File: config.mk
export PLATFORM = sky130hd
export DESIGN_NAME = instr_fetch_unit
export DESIGN_NICKNAME = d
export VERILOG_FILES = /design/src/rtl/rv32_pkg.sv /design/src/rtl/pc_redirect_latch.sv /design/src/rtl/instr_fetch_unit.sv
export SDC_FILE = /design/constraint.sdc
export NUM_CORES = 1
export LEC_CHECK = 0
export ABC_AREA = 1
export CAP_MARGIN = 25
export CORE_MARGIN = 2
export CORE_UTILIZATION = 46
export DETAILED_ROUTE_END_ITERATION = 8
export GPL_TIMING_DRIVEN = 0
export MAX_ROUTING_LAYER = met4
export PLACE_DENSITY = 0.83
export SLEW_MARGIN = 20
export SYNTH_ARGS = -nofsm -noshare
export SYNTH_HDL_FRONTEND = slang
export SYNTH_SLANG_ARGS = --single-unit
File: constraint.sdc
create_clock -name clk -period 6.44 [get_ports clk]
set_clock_uncertainty 0.1 [all_clocks]
set_input_delay 1.288 -clock clk [delete_from_list [all_inputs] [get_ports clk]]
set_output_delay 1.288 -clock clk [all_outputs]
set_load 0.02 [all_outputs]
File: src/rtl/rv32_pkg.sv
// rtl/rv32_pkg.sv - shared types and constants for the RV32I fetch stage
//
// Purpose: fetch FSM state encoding, PC source select codes and the NOP word
//          loaded into the instruction register on reset.
// Ports:   none (package).
package rv32_pkg;

  typedef enum logic [1:0] {
    IF_IDLE = 2'd0,
    IF_REQ  = 2'd1,
    IF_WAIT = 2'd2
  } fetch_state_e;

  localparam logic [1:0]  PC_SEL_SEQ = 2'b00;
  localparam logic [1:0]  PC_SEL_BR  = 2'b01;
  localparam logic [1:0]  PC_SEL_JMP = 2'b10;

  localparam logic [31:0] RV_NOP     = 32'h0000_0013;

endpackage

File: src/rtl/pc_redirect_latch.sv
// rtl/pc_redirect_latch.sv - holds a pending branch/jump target until the next fetch
//
// Purpose: captures a taken branch or jump target while the fetch unit is idle
//          with a valid instruction, word-aligns it and flags misaligned targets.
// Ports:
//   clk, rst            clock, asynchronous active-high reset
//   capture_en          fetch unit idle with a valid instruction
//   consume             fetch starting this cycle; clears pending, blocks capture
//   sel, btaken         PC source select and branch condition
//   branch_target       PC+imm_B
//   jump_target         PC+imm_J or rs1+imm_I
//   redirect_pending    a target is waiting to be applied
//   redirect_pc         aligned target to apply
//   misalign_fault      sticky: some captured target had [1:0] != 0
module pc_redirect_latch
  import rv32_pkg::*;
(
  input  logic        clk,
  input  logic        rst,
  input  logic        capture_en,
  input  logic        consume,
  input  logic [1:0]  sel,
  input  logic        btaken,
  input  logic [31:0] branch_target,
  input  logic [31:0] jump_target,
  output logic        redirect_pending,
  output logic [31:0] redirect_pc,
  output logic        misalign_fault
);

  logic        pending_q, pending_d;
  logic [31:0] rpc_q, rpc_d;
  logic        fault_q, fault_d;
  logic        take;
  logic [31:0] tgt;

  always_comb begin
    pending_d = pending_q;
    rpc_d     = rpc_q;
    fault_d   = fault_q;
    take      = 1'b0;
    tgt       = 32'h0;
    if (consume) begin
      // The starting fetch uses the previously latched target; a redirect
      // presented in the same cycle is dropped.
      pending_d = 1'b0;
    end else if (capture_en) begin
      if (sel == PC_SEL_BR && btaken) begin
        take = 1'b1;
        tgt  = branch_target;
      end else if (sel == PC_SEL_JMP) begin
        take = 1'b1;
        tgt  = jump_target;
      end
      if (take) begin
        pending_d = 1'b1;
        rpc_d     = {tgt[31:2], 2'b00};
        if (tgt[1:0] != 2'b00) fault_d = 1'b1;
      end
    end
  end

  always_ff @(posedge clk or posedge rst) begin
    if (rst) begin
      pending_q <= 1'b0;
      rpc_q     <= 32'h0;
      fault_q   <= 1'b0;
    end else begin
      pending_q <= pending_d;
      rpc_q     <= rpc_d;
      fault_q   <= fault_d;
    end
  end

  assign redirect_pending = pending_q;
  assign redirect_pc      = rpc_q;
  assign misalign_fault   = fault_q;

endmodule

File: src/rtl/instr_fetch_unit.sv
// rtl/instr_fetch_unit.sv - RV32I multi-cycle fetch stage: PC, IR and imem handshake
//
// Purpose: on each pcen pulse commits the next PC (sequential or redirected)
//          and fetches the instruction over a req/gnt/rvalid interface.
// Ports:
//   clk, rst                          clock, asynchronous active-high reset
//   pcen                              commit next PC and start a fetch (IDLE only)
//   pcSrcMuxSel, btaken               redirect select and branch condition
//   branch_target, jump_target        redirect targets from the datapath
//   imem_req/addr, imem_gnt           request held until granted
//   imem_rvalid, imem_rdata           response, accepted only in WAIT
//   instr_code, instr_valid           instruction register and its valid flag
//   pc, pc_plus4                      current PC and its link value
//   fetch_busy                        high while a fetch is outstanding
//   misalign_fault                    sticky misaligned-redirect flag
module instr_fetch_unit
  import rv32_pkg::*;
#(
  parameter logic [31:0] RESET_PC = 32'h0000_0000
) (
  input  logic        clk,
  input  logic        rst,
  input  logic        pcen,
  input  logic [1:0]  pcSrcMuxSel,
  input  logic        btaken,
  input  logic [31:0] branch_target,
  input  logic [31:0] jump_target,
  output logic        imem_req,
  output logic [31:0] imem_addr,
  input  logic        imem_gnt,
  input  logic        imem_rvalid,
  input  logic [31:0] imem_rdata,
  output logic [31:0] instr_code,
  output logic        instr_valid,
  output logic [31:0] pc,
  output logic [31:0] pc_plus4,
  output logic        fetch_busy,
  output logic        misalign_fault
);

  fetch_state_e state_q, state_d;
  logic [31:0]  pc_q, pc_d;
  logic [31:0]  ir_q, ir_d;
  logic         instr_valid_q, instr_valid_d;
  logic         started_q, started_d;
  logic         imem_req_q, imem_req_d;
  logic         fetch_busy_q, fetch_busy_d;

  logic         redirect_pending;
  logic [31:0]  redirect_pc;
  logic         capture_en;
  logic         consume;

  assign capture_en = (state_q == IF_IDLE) && instr_valid_q;
  assign consume    = (state_q == IF_IDLE) && pcen;

  pc_redirect_latch u_redirect (
    .clk              (clk),
    .rst              (rst),
    .capture_en       (capture_en),
    .consume          (consume),
    .sel              (pcSrcMuxSel),
    .btaken           (btaken),
    .branch_target    (branch_target),
    .jump_target      (jump_target),
    .redirect_pending (redirect_pending),
    .redirect_pc      (redirect_pc),
    .misalign_fault   (misalign_fault)
  );

  assign pc_plus4 = pc_q + 32'd4;

  always_comb begin
    state_d       = state_q;
    pc_d          = pc_q;
    ir_d          = ir_q;
    instr_valid_d = instr_valid_q;
    started_d     = started_q;
    case (state_q)
      IF_IDLE: begin
        if (pcen) begin
          // The very first fetch after reset uses RESET_PC itself.
          if (started_q) pc_d = redirect_pending ? redirect_pc : pc_plus4;
          started_d     = 1'b1;
          instr_valid_d = 1'b0;
          state_d       = IF_REQ;
        end
      end
      IF_REQ: begin
        if (imem_gnt) state_d = IF_WAIT;
      end
      IF_WAIT: begin
        if (imem_rvalid) begin
          ir_d          = imem_rdata;
          instr_valid_d = 1'b1;
          state_d       = IF_IDLE;
        end
      end
      default: state_d = IF_IDLE;
    endcase
    imem_req_d   = (state_d == IF_REQ);
    fetch_busy_d = (state_d != IF_IDLE);
  end

  always_ff @(posedge clk or posedge rst) begin
    if (rst) begin
      state_q       <= IF_IDLE;
      pc_q          <= RESET_PC;
      ir_q          <= RV_NOP;
      instr_valid_q <= 1'b0;
      started_q     <= 1'b0;
      imem_req_q    <= 1'b0;
      fetch_busy_q  <= 1'b0;
    end else begin
      state_q       <= state_d;
      pc_q          <= pc_d;
      ir_q          <= ir_d;
      instr_valid_q <= instr_valid_d;
      started_q     <= started_d;
      imem_req_q    <= imem_req_d;
      fetch_busy_q  <= fetch_busy_d;
    end
  end

  assign imem_req    = imem_req_q;
  assign imem_addr   = pc_q;
  assign instr_code  = ir_q;
  assign instr_valid = instr_valid_q;
  assign pc          = pc_q;
  assign fetch_busy  = fetch_busy_q;

endmodule

==> results of run 1 <==
==> worst reg2reg max path, delay by kind of cell (launching register included) <==
| kind | cells | cell delay (ns) |
|---|---|---|
| simple gates | 9 | 0.94 |
| flops | 1 | 0.44 |
| fa+ha+maj | 1 | 0.23 |
==> per-stage QoR <==
stage	cell area, µm²	worst slack, ns	power, W
5_1_grt	8305	2.521	0.004159
3_5_place_dp	7998	3.036	0.003365
4_1_cts	8305	2.663	0.003938
3_3_place_gp	7965	0.8680	0.003312
2_1_floorplan	5494	2.438	0.002373
6_report	8305	2.657	0.003925
==> logic make-up after synthesis <==
logic type	count (synthesis)	share of synthesized area, %
buf+inv	109	10.31
simple gates	363	27.31
compound gates	80	8.456
flops	100	45.77
mux	32	6.581
fa+ha+maj	1	0.2285
other cells	1	0.06849
xor+xnor	8	1.280
==> cell usage in the layout, fill, tap and decap left out, drive strengths merged, types with 3 or more instances in the layout <==
cell,instances
clkdlybuf4s50,229
nand2,214
nor2,116
dfrtp,97
buf,53
inv,48
mux2,32
a31oi,31
nand3,28
o21ai,21
a21oi,20
clkbuf,20
xor2,6
o22ai,6
conb,6
dfstp,3
clkinv,3
==> routing by layer <==
layer	share of wire (%)	vias up	track usage, %
li1	-	2673	-
met1	41	2454	30.97
met2	49	228	44.91
met3	7.4	23	5.785
met4	1.7	0	7.317
met5	0	-	-
==> power by group through the flow <==
stage / logic, W / clock network, W / registers [W]
6_report: 0.00218 / 0.000561 / 0.00118
3_5_place_dp: 0.00217 / 0 / 0.00119
4_1_cts: 0.00219 / 0.000570 / 0.00118
2_1_floorplan: 0.00102 / 0 / 0.00135
3_3_place_gp: 0.00214 / 0 / 0.00117
5_1_grt: 0.00234 / 0.000596 / 0.00122
==> worst paths after layout <==
path	to	slack, ns
setup / recovery	pc_plus4[28]	2.66
hold / removal	u_redirect.misalign_fault	0.37
setup reg to reg	imem_addr[28]	4.62
hold reg to reg	u_redirect.misalign_fault	0.37
max in group asynchronous	instr_code[4]	4.36
min in group asynchronous	u_redirect.redirect_pc[26]	1.23
==> flip-flops by register name, summed over array words and instances, names as in the netlist <==
register	flops
fetch_busy	1
imem_addr	30
imem_req	1
instr_code	32
instr_valid	1
started_q	1
state_q	2
u_redirect.misalign_fault	1
u_redirect.redirect_pc	30
u_redirect.redirect_pending	1
==> area by class of cell <==
cell class | instances | area share, %
buffer | 62 | 4.670
clock buffer | 10 | 2.877
clock inverter | 6 | 0.8286
inverter | 47 | 2.184
multi-input combinational | 490 | 29.18
sequential | 100 | 30.17
tap | 143 | 2.154
timing repair buffer | 230 | 27.93
==> metrics.txt, run 1 <==
Pre-antenna DRT Iters=7; worst stage delay on the critical path=0.61 ns; initial core utilization=47.54%; area of the multi-input gates=0.002424 mm²; CTS tree=yes; NumNets Final=1,045; Clock Pin Slew Worst Setup and Hold Paths=0.07 ns; Sw Share=41.64%; CP cell instances=ha_1 -> nand2_2 -> nor2_4 -> nand2_4 -> nor2_1 -> nand3_1 -> nand2_1 -> clkdlybuf4s50_1; top-area cell type share of the netlist area=44.33%; number of synthesized register bits=100; H-tree depth=3; initial antenna violation count=0; Logic pwr share=55.6%; Total Wirelength=16,270 µm; startpoint class of the critical path=flop; non-filler cells, final=1,088; min cycle time layout=3.783 ns; worst reg2reg path startpoint=imem_addr[3]; Layout area overhead=51.69%; synth cell count leaders=207 x nand2_1, 103 x nor2_1, 97 x dfrtp_1; Port Buffers=229; Synth Instances=694; Die ar.=0.01279 mm²; Arr. time, crit path=2.40 ns; maximum VDD drop=272.2 µV; crit path max fanout=6; Rel. slew slack=63.32%; Post-DP HPWL=12,810 µm; setup repair after global routing missed its margin=no; Peak Freq=264.3 MHz; Critical Path Source=imem_addr[3]; Hold Crit Depth=1; core area=0.01152 mm²; switching power=0.001634 W; Worst R2R Path Depth=10; endpoints failing hold=0; CTS root buffer=clkbuf_16; critical path type=reg2out; first-pass GRT wire length=25,790 µm; diodes inserted=0; I/O pin count=236; internal power=0.002291 W; syn avg cell area=7.889 µm²; DRT antenna net count=0; static leakage=3.789 nW; Hold Slack=0.3654 ns; Setup TNS Final=0 ns; Vias=5,378; Avg WL per Cell=14.95 µm; TritonCTS Buffers=9; Ys Warns=0; number of DRC markers in iteration 0=326; Die Wd=113.1 µm; gp weighted congestion=0.9483; Yosys cell types=32; slowest CP cell=clkdlybuf4s50_1; post-layout util=72.12%; Max clock buf depth=2; Hold WC Path Type=reg2reg; FF+latch area=0.002506 mm²; Reg power frac=30.1%; Clock Latency Late Sink=0.33 ns; outcome=complete, but fails checks; Yosys top cell by area=dfrtp_1; final setup violation count=0; layout cell share with drive strength beyond 1=13.76%; Crit path depth=8; max_cap viols=0; Worst Hold Launch=u_redirect.misalign_fault; CTS Hold Bufs=0; largest net degree at the start of global routing=62; PD cells=472.5 mW/mm²; failing checks=design-rule violations; overall routing resource usage=26.11%; fin. max-slew vios=0; post-CTS sizing=0; number of global-route vias before repair=5,285; placed instance count=1,072; setup bufs post-CTS=0; CP Capture Type=output pin; clock network power share=14.3%; most numerous cell in the Yosys netlist=nand2_1; Critical path buffers and inverters=1; Final Cycle Share=58.75%; slew at the pin with the worst max-slew slack=0.5503 ns; critical path's top delay family=simple AND/OR/NAND/NOR gates; share of flip-flops with an asynchronous set or reset=100.0%; Via density=4.943; required time worst endpoint=5.05 ns; die height=113.1 µm; synthesized area=0.005475 mm²; register area share after synthesis=45.77%; Top FF cell, synth=dfrtp_1; # clock sinks=100; residual DRC count=13; Post-synth EDFFs=0; Area contributors post-synth=dfrtp_1 44%, nand2_1 14%, nor2_1 7.1%, mux2_2 6.6%, buf_4 5.1%; grt total ovfl=0; num rows=39; fill cell count=904
Note: power is estimated with default switching activity, not from simulation.
==> run 2: changes to the inputs <==
--- a/config.mk
+++ b/config.mk
@@ -8,11 +8,11 @@
 export ABC_AREA = 1
 export CAP_MARGIN = 25
 export CORE_MARGIN = 2
-export CORE_UTILIZATION = 46
+export CORE_UTILIZATION = 39
 export DETAILED_ROUTE_END_ITERATION = 8
 export GPL_TIMING_DRIVEN = 0
 export MAX_ROUTING_LAYER = met4
-export PLACE_DENSITY = 0.83
+export PLACE_DENSITY = 0.75
 export SLEW_MARGIN = 20
 export SYNTH_ARGS = -nofsm -noshare
 export SYNTH_HDL_FRONTEND = slang
==> constraint.sdc (replaced) <==
create_clock -name clk -period 3.4 [get_ports clk]
set_clock_uncertainty 0.1 [all_clocks]
set_input_delay 0.68 -clock clk [delete_from_list [all_inputs] [get_ports clk]]
set_output_delay 0.68 -clock clk [all_outputs]
set_load 0.02 [all_outputs]
==> run 2 against run 1 <==
The flow now finishes without violations. Via count about the same. Clock power increased by 87%. Critical path depth unchanged. Combinational power increased by 89%. Largest power group unchanged. Cell area increased by 0.38%. Critical endpoint unchanged. Global-route usage decreased by 3.3 points. Core utilization decreased by 12 points. Setup slack got worse by 2.5 ns.
==> metrics.txt, run 2 (synthesis results as in run 1) <==
number of global-route vias before repair=5,157 (was 5,285); Setup WS pre-CTS=0.5912 ns (was 3.036 ns); Hold WC Path Type=reg2reg (unchanged); # clock sinks=100 (unchanged); Pre-antenna DRT Iters=4 (was 7); leading cell type in the layout, fill and taps excluded=clkdlybuf4s50_1 (unchanged); GR peak layer=met2 (unchanged); setup slack after layout=0.1967 ns (was 2.657 ns); gp weighted congestion=0.8572 (was 0.9483); slowest CP cell=clkdlybuf4s50_1 (unchanged); crit path max fanout=6 (unchanged); M2 GR Usage=38.51% (was 44.91%); max_cap viols=0 (unchanged); Critical path buffers and inverters=1 (unchanged); H-tree depth=3 (unchanged); startpoint class of the critical path=flop (unchanged); Setup TNS Final=0 ns (unchanged); I/O pin count=236 (unchanged); grt total ovfl=0 (unchanged); NumNets Final=1,045 (unchanged); met1 Use GR=27.40% (was 30.97%); Vias=5,382 (was 5,378); largest net degree at the start of global routing=72 (was 62); met3 Use GR=5.065% (was 5.785%); residual DRC count=0 (was 13); required time worst endpoint=2.62 ns (was 5.05 ns); Die ar.=0.01500 mm² (was 0.01279 mm²); Arr. time, crit path=2.42 ns (was 2.40 ns); endpoints failing hold=0 (unchanged); Port Buffers=229 (unchanged); final setup violation count=0 (unchanged); Total Wirelength=16,590 µm (was 16,270 µm); Clock Latency Late Sink=0.35 ns (was 0.33 ns); initial core utilization=39.75% (was 47.54%); layout cell share with drive strength beyond 1=13.45% (was 13.76%); CTS tree=yes (unchanged); Die Wd=122.5 µm (was 113.1 µm); number of DRC markers in iteration 0=338 (was 326); max reg flops=32 (unchanged); design area=0.008337 mm² (was 0.008305 mm²); TritonCTS Buffers=9 (unchanged); DRT antenna net count=0 (unchanged); critical path's top delay family=simple AND/OR/NAND/NOR gates (unchanged); Post-DP HPWL=12,970 µm (was 12,810 µm); most frequent cells in the layout=229 x clkdlybuf4s50_1, 207 x nand2_1, 103 x nor2_1 (unchanged); total power=0.007415 W (was 0.003925 W); Rel. slew slack=65.44% (was 63.32%); CTS Hold Bufs=0 (unchanged); outcome=completed (was complete, but fails checks); static leakage=3.779 nW (was 3.789 nW); PD cells=889.5 mW/mm² (was 472.5 mW/mm²); slew at the pin with the worst max-slew slack=0.5184 ns (was 0.5503 ns); setup bufs post-CTS=0 (unchanged); Peak Freq=312.2 MHz; post-CTS sizing=0 (unchanged); first-pass GRT wire length=25,650 µm (was 25,790 µm); setup repair after global routing missed its margin=no (unchanged); Via density=4.788 (was 4.943); CTS root buffer=clkbuf_16 (unchanged); initial antenna violation count=0 (unchanged); worst stage delay on the critical path=0.61 ns (about the same); Layout area overhead=52.26% (was 51.69%); Final Cycle Share=94.22%; Max clock buf depth=2 (unchanged); num rows=43 (was 39); critical path type=reg2out (unchanged); Clock Pin Slew Worst Setup and Hold Paths=0.07 ns (about the same); maximum VDD drop=556.4 µV (was 272.2 µV); Avg WL per Cell=14.76 µm (was 14.95 µm); min cycle time layout=3.203 ns; diodes inserted=0 (unchanged); core area=0.01377 mm² (was 0.01152 mm²); CP Capture Type=output pin (unchanged); overall routing resource usage=22.85% (was 26.11%); fin. max-slew vios=0 (unchanged); die height=122.5 µm (was 113.1 µm); Hold Slack=0.3553 ns (was 0.3654 ns); CP cell instances=ha_1 -> nand2_2 -> nor2_4 -> nand2_4 -> nor2_1 -> nand3_1 -> nand2_1 -> clkdlybuf4s50_1 (unchanged); area post-placement=0.008044 mm² (was 0.007998 mm²)
==> run 2: changes by cell type in the layout (fill, tap and decap cells not counted), sizes merged <==
| cell | delta |
|---|---|
| inv | -1 |
| clkbuf | +2 |
| clkinv | -2 |
==> run 2: path summary, 6_finish.rpt <==
| kind | start | endpoint | slack, ns | depth (start not counted) |
|---|---|---|---|---|
| min in group asynchronous | rst | instr_code[8] | 0.57 | 2 |
| max | imem_addr[2] | pc_plus4[28] | 0.20 | 8 |
| min reg2reg | u_redirect.misalign_fault | u_redirect.misalign_fault | 0.36 | 1 |
| min | u_redirect.misalign_fault | u_redirect.misalign_fault | 0.36 | 1 |
| max reg2reg | imem_addr[2] | imem_addr[28] | 1.59 | 10 |
| max in group asynchronous | rst | instr_code[4] | 1.98 | 3 |
==> run 2: area by class of cell <==
cell class | instances | area, µm²
Sequential cell | 100 | 2506
Tap cell | 180 | 225.2
Clock buffer | 12 | 246.5
Inverter | 47 | 181.4
Buffer | 62 | 387.9
Fill cell | 1256 | 5436
Clock inverter | 3 | 46.29
Multi-Input combinational cell | 490 | 2424
Timing Repair Buffer | 230 | 2320
==> run 2: metal layers <==
metal,vias up,share of wire (%)
li1,2668,-
met1,2488,41
met2,206,50
met3,20,7.4
met4,0,2.0
met5,-,0
==> run 2: worst reg2reg max path, delay by kind of cell, from the launching register on <==
kind,cells,cell delay [ns]
flops,1,0.44
simple gates,9,0.93
fa+ha+maj,1,0.23
==> run 2: power breakdown <==
part | total, W | switching, W | internal, W
clock | 0.00105 | 0.000460 | 0.000591
combinational | 0.00412 | 0.00213 | 0.00199
sequential | 0.00225 | 0.000491 | 0.00175
total | 0.00742 | 0.00308 | 0.00433
==> run 2: through the flow <==
step	instances	utilization [%]
after CTS	1124	60.53
after global placement	1108	58.17
after floorplan	699	-
after global routing	1124	60.53
final	1124	60.53
after detailed placement	1109	58.40
==> run 3: changes to the inputs <==
--- a/config.mk
+++ b/config.mk
@@ -9,6 +9,7 @@
 export CAP_MARGIN = 25
 export CORE_MARGIN = 2
 export CORE_UTILIZATION = 39
+export CTS_CLUSTER_DIAMETER = 80
 export DETAILED_ROUTE_END_ITERATION = 8
 export GPL_TIMING_DRIVEN = 0
 export MAX_ROUTING_LAYER = met4
==> results of run 3 <==
Final layout, timing and power as in run 2 (identical DEF).
